===== config.mk =====
export PLATFORM = sky130hd
export DESIGN_NAME = uart_tx_frame
export DESIGN_NICKNAME = d
export VERILOG_FILES = /design/src/rtl/uart_tx_frame.sv
export SDC_FILE = /design/constraint.sdc
export NUM_CORES = 1
export LEC_CHECK = 0
export ABC_AREA = 1
export CAP_MARGIN = 20
export CORE_MARGIN = 1
export CORE_UTILIZATION = 42
export DETAILED_ROUTE_END_ITERATION = 8
export RECOVER_POWER = 25
export SLEW_MARGIN = 30
export SYNTH_ARGS = -nofsm -noshare
export SYNTH_HDL_FRONTEND = slang
export SYNTH_SLANG_ARGS = --single-unit

===== constraint.sdc =====
create_clock -name clk -period 2.26 [get_ports clk]
set_input_delay 0.452 -clock clk [delete_from_list [all_inputs] [get_ports clk]]
set_output_delay 0.452 -clock clk [all_outputs]
set_load 0.05 [all_outputs]

===== src/rtl/uart_tx_frame.sv =====
// UART transmitter: one word per valid/ready handshake, framed as start bit,
// DATA_BITS data bits (LSB first), optional parity and one or two stop bits.
module uart_tx_frame #(
  parameter int DATA_BITS  = 8,
  parameter int PARITY_EN  = 1,
  parameter int PARITY_ODD = 0,
  parameter int STOP_BITS  = 1
) (
  input  logic                 clk,
  input  logic                 rst_n,
  input  logic                 baud_tick,
  input  logic [DATA_BITS-1:0] data,
  input  logic                 valid,
  output logic                 ready,
  output logic                 tx,
  output logic                 busy,
  output logic                 frame_done
);

  localparam int                CNT_W     = $clog2(DATA_BITS);
  localparam logic [CNT_W-1:0]  LAST_BIT  = CNT_W'(DATA_BITS - 1);
  localparam logic              LAST_STOP = 1'(STOP_BITS - 1);

  typedef enum logic [2:0] {
    IDLE, ALIGN, START, DATA, PARITY, STOP
  } state_t;

  state_t               state;
  logic [DATA_BITS-1:0] shreg;
  logic                 par;
  logic [CNT_W-1:0]     bit_cnt;
  logic                 stop_cnt;

  assign ready = (state == IDLE);
  assign busy  = (state != IDLE);

  // NOTE: all state uses non-blocking assignments so every register updates
  // from the pre-edge values, regardless of statement order in this block.
  always_ff @(posedge clk or negedge rst_n) begin
    if (!rst_n) begin
      state      <= IDLE;
      tx         <= 1'b1;
      frame_done <= 1'b0;
      shreg      <= '0;
      par        <= 1'b0;
      bit_cnt    <= '0;
      stop_cnt   <= 1'b0;
    end else begin
      frame_done <= 1'b0;
      case (state)
        IDLE: begin
          tx <= 1'b1;
          // A tick coinciding with the accept is deliberately not consumed.
          if (valid) begin
            shreg    <= data;
            par      <= (PARITY_ODD != 0) ? ~^data : ^data;
            bit_cnt  <= '0;
            stop_cnt <= 1'b0;
            state    <= ALIGN;
          end
        end
        ALIGN: begin
          if (baud_tick) begin
            tx    <= 1'b0;
            state <= START;
          end
        end
        START: begin
          if (baud_tick) begin
            tx      <= shreg[0];
            bit_cnt <= '0;
            state   <= DATA;
          end
        end
        DATA: begin
          if (baud_tick) begin
            if (bit_cnt == LAST_BIT) begin
              if (PARITY_EN != 0) begin
                tx    <= par;
                state <= PARITY;
              end else begin
                tx    <= 1'b1;
                state <= STOP;
              end
            end else begin
              // Shifting keeps the next data bit at shreg[1].
              tx      <= shreg[1];
              shreg   <= shreg >> 1;
              bit_cnt <= bit_cnt + 1'b1;
            end
          end
        end
        PARITY: begin
          if (baud_tick) begin
            tx    <= 1'b1;
            state <= STOP;
          end
        end
        STOP: begin
          tx <= 1'b1;
          if (baud_tick) begin
            if (stop_cnt == LAST_STOP) begin
              state      <= IDLE;
              frame_done <= 1'b1;
            end else begin
              stop_cnt <= stop_cnt + 1'b1;
            end
          end
        end
        default: begin
          state <= IDLE;
          tx    <= 1'b1;
        end
      endcase
    end
  end

endmodule


==> impl_metrics.tcl <==
set metrics [dict create \
    worst_slew_margin_rel_pct 34.6 \
    post-synth-top-area-fraction_pct 34.5 \
    finalWorstPathRequiredPeriod_ns 2.08 \
    dp.cells 211 \
    dpl.hpwl_um 1780 \
    floorplan.die_area_mm2 0.00298 \
    fmax_mhz 481 \
    synth_seq_area_share_pct 36.8 \
    clk-insertion-delay-late_ns 0.30 \
    tns_ns 0 \
    gr-total-overflow 0 \
    grt_use_total_pct 17.9 \
    synth.cell_area_mm2 0.00116 \
    cts-htree-levels 1 \
    cts_hold_repair.buffers 0 \
    drc 0 \
    tritoncts_clock_tree "yes" \
    critical-path-top-delay-family "buffers and inverters" \
    total_power_mw 1.63 \
    syn_to_final_growth_pct 16.5 \
    postSynth.topFlopCell "dfrtp_1" \
    clock_root_cell "clkbuf_4" \
    drv.max_cap_violation_count 0 \
    critPathLaunchType "flop" \
    finalNonFillerCells 215 \
    largest_buffer_count_on_any_clock_path 2 \
    number_of_ports_placed_on_the_die_boundary 16 \
    synth_enable_flop_cells 0 \
    leading_post_synthesis_cells_by_cell_area "dfrtp_1 35%, nand2_1 26%, o21ai_2 7.6%" \
    cp.required_ns 1.81 \
    dr.first_iter.drc_count 21 \
    grt_antenna_before_repair 0 \
    status "completed" \
    final-max-slew-violation-count 0 \
    rsz0062_at_grt "false" \
    numCtsBuffers 3 \
    clkSinkCount 17 \
    firstDrtPassIters 4 \
    static-leakage-power_nw 0.729 \
    placement_rows 18 \
    synth_common_cells "79 x nand2_1, 16 x dfrtp_1, 16 x inv_1" \
    reg2reg_slack_ns 0.73 \
    nNetsFinal 201 \
    start_util_pct 45.6 \
    yosys_warnings 0 \
    critical_path.slowest_cell "clkdlybuf4s50_1" \
    timing_worst_slew_pin_value_ns 0.982 \
    crit_path_max_incr_delay_ns 0.79 \
    avgSynthCellArea_um2 6.95 \
    final.setup_skew_ns 0.00283 \
    detail-route-antenna-nets 0 \
    timing.critical_path.to_type "primary output" \
    grt_first_pass_wirelength_um 3700 \
    grt_start_max_net_pins 18 \
    power.density_mw_per_mm2 1200 \
    via_per_inst 4.84 \
    syn-num-nets 182 \
    postCtsSetupBuffers 0 \
    finalHoldViolations 0 \
    n_antenna_cell 0 \
    final_layout_size_suffix_gt1_share_pct 12.4 \
    cts_resizes 0 \
    timing.critical_path.cells "clkdlybuf4s50_1" \
    layout_worst_path_cycle_share_pct 92.0 \
    synth_seq_cells 17 \
    detailroute.via_count 1041 \
    ir_worst_vdd_v 0.000655 \
    place.port_buffers 15 \
    yosys.cell_types.count 20 \
    core_region_area_mm2 0.00254 \
    postRouteWirelength_um 2340 \
    setup_viol 0 \
    grt_pass1_vias 843 \
    cp_max_fo 2 \
    synth_largest_area_cell "dfrtp_1" \
    fp.dieW_um 54.6 \
    cp.arrival_ns 1.63 \
    gp_congestion 0.890 \
    worstPathBufferInverterCount 1 \
    most_frequently_used_cell_type_in_the_post_synthesis_netlist "nand2_1" \
    die_h_um 54.6 \
    path_class "flop to primary output" \
    timing.hold.worst.class "flop to flop" \
    ys_async_sr_fraction_pct 100 \
    drt-wirelength-per-cell_um 10.9 \
    worst_setup_hold_path_clk_slew_ns 0.10 \
    syn-instance-count 167 \
]
==> where the power goes <==
| group | total (mW) | internal (mW) | switching [mW] |
|---|---|---|---|
| Clock | 0.169 | 0.0661 | 0.103 |
| Sequential | 0.527 | 0.431 | 0.0951 |
| Combinational | 0.931 | 0.312 | 0.619 |
==> area by class of cell <==
| type | count | area (µm²) |
|---|---|---|
| sequential | 17 | 427 |
| timing repair buffer | 16 | 149 |
| clock buffer | 3 | 22.5 |
| fill | 254 | 1190 |
| multi-input combinational | 129 | 639 |
| clock inverter | 1 | 5.00 |
| inverter | 19 | 71.3 |
| tap | 30 | 37.5 |
==> per-layer routing <==
layer,GRT usage (%),vias up,routed length [µm]
li1,-,563,-
met1,24.6,451,1140
met2,26.4,25,1050
met3,5.83,2,133
met4,5.13,0,13
met5,0,-,0
==> worst min-delay path: stages (launching register included) <==
cell and delay [ns]:
dfrtp_1 0.35, nand2_1 0.07, o21ai_2 0.05
==> final timing paths <==
kind,startpoint,depth (start not counted),to
setup / recovery,tx$_DFFE_PN1P_,1,tx
hold / removal,shreg[6]$_DFFE_PN0P_,2,shreg[6]$_DFFE_PN0P_
setup reg to reg,bit_cnt[0]$_DFFE_PN0P_,6,bit_cnt[2]$_DFFE_PN0P_
hold reg to reg,shreg[6]$_DFFE_PN0P_,2,shreg[6]$_DFFE_PN0P_
max in group asynchronous,rst_n,2,shreg[5]$_DFFE_PN0P_
min in group asynchronous,rst_n,2,state[2]$_DFFE_PN0P_
==> sequential cells by signal (all words and copies together), names as in the netlist <==
register / count
par: 1
tx: 1
shreg: 8
frame_done: 1
bit_cnt: 3
state: 3
==> through the flow <==
stage	worst slack [ns]	instance area, µm²	hold slack (ns)	utilization, %
final	0.180	1350	0.491	53.1
after global routing	0.134	1350	0.513	53.1
after CTS	0.158	1360	0.459	53.2
after detailed placement	0.453	1330	0.469	52.2
after global placement	0.485	1330	0.462	52.2
after floorplan	0.535	1160	0.156	-
==> kinds of logic (layout without fill, tap and decap cells) <==
logic type	after synthesis	in the layout	share of synthesized area (%)
and+or+nand+nor	103	103	37.4
AOI/OAI and AO/OA	23	23	14.5
buffers and inverters	21	39	8.09
DFF	17	17	36.8
adders and majority gates	3	3	3.24
==> cell usage in the layout, fill, tap and decap left out, drive strengths merged <==
cell | Yosys | routed
nand2 | 81 | 81
inv | 19 | 19
o21ai | 17 | 17
dfrtp | 16 | 16
clkdlybuf4s50 | 0 | 12
nor2 | 9 | 9
nand3 | 8 | 8
o21a | 6 | 6
clkbuf | 0 | 4
nand3b | 3 | 3
ha | 3 | 3
buf | 2 | 2
nand4 | 1 | 1
nor3 | 1 | 1
clkinv | 0 | 1
dlygate4sd3 | 0 | 1
dfstp | 1 | 1
Power figures use the tool's default switching activity.
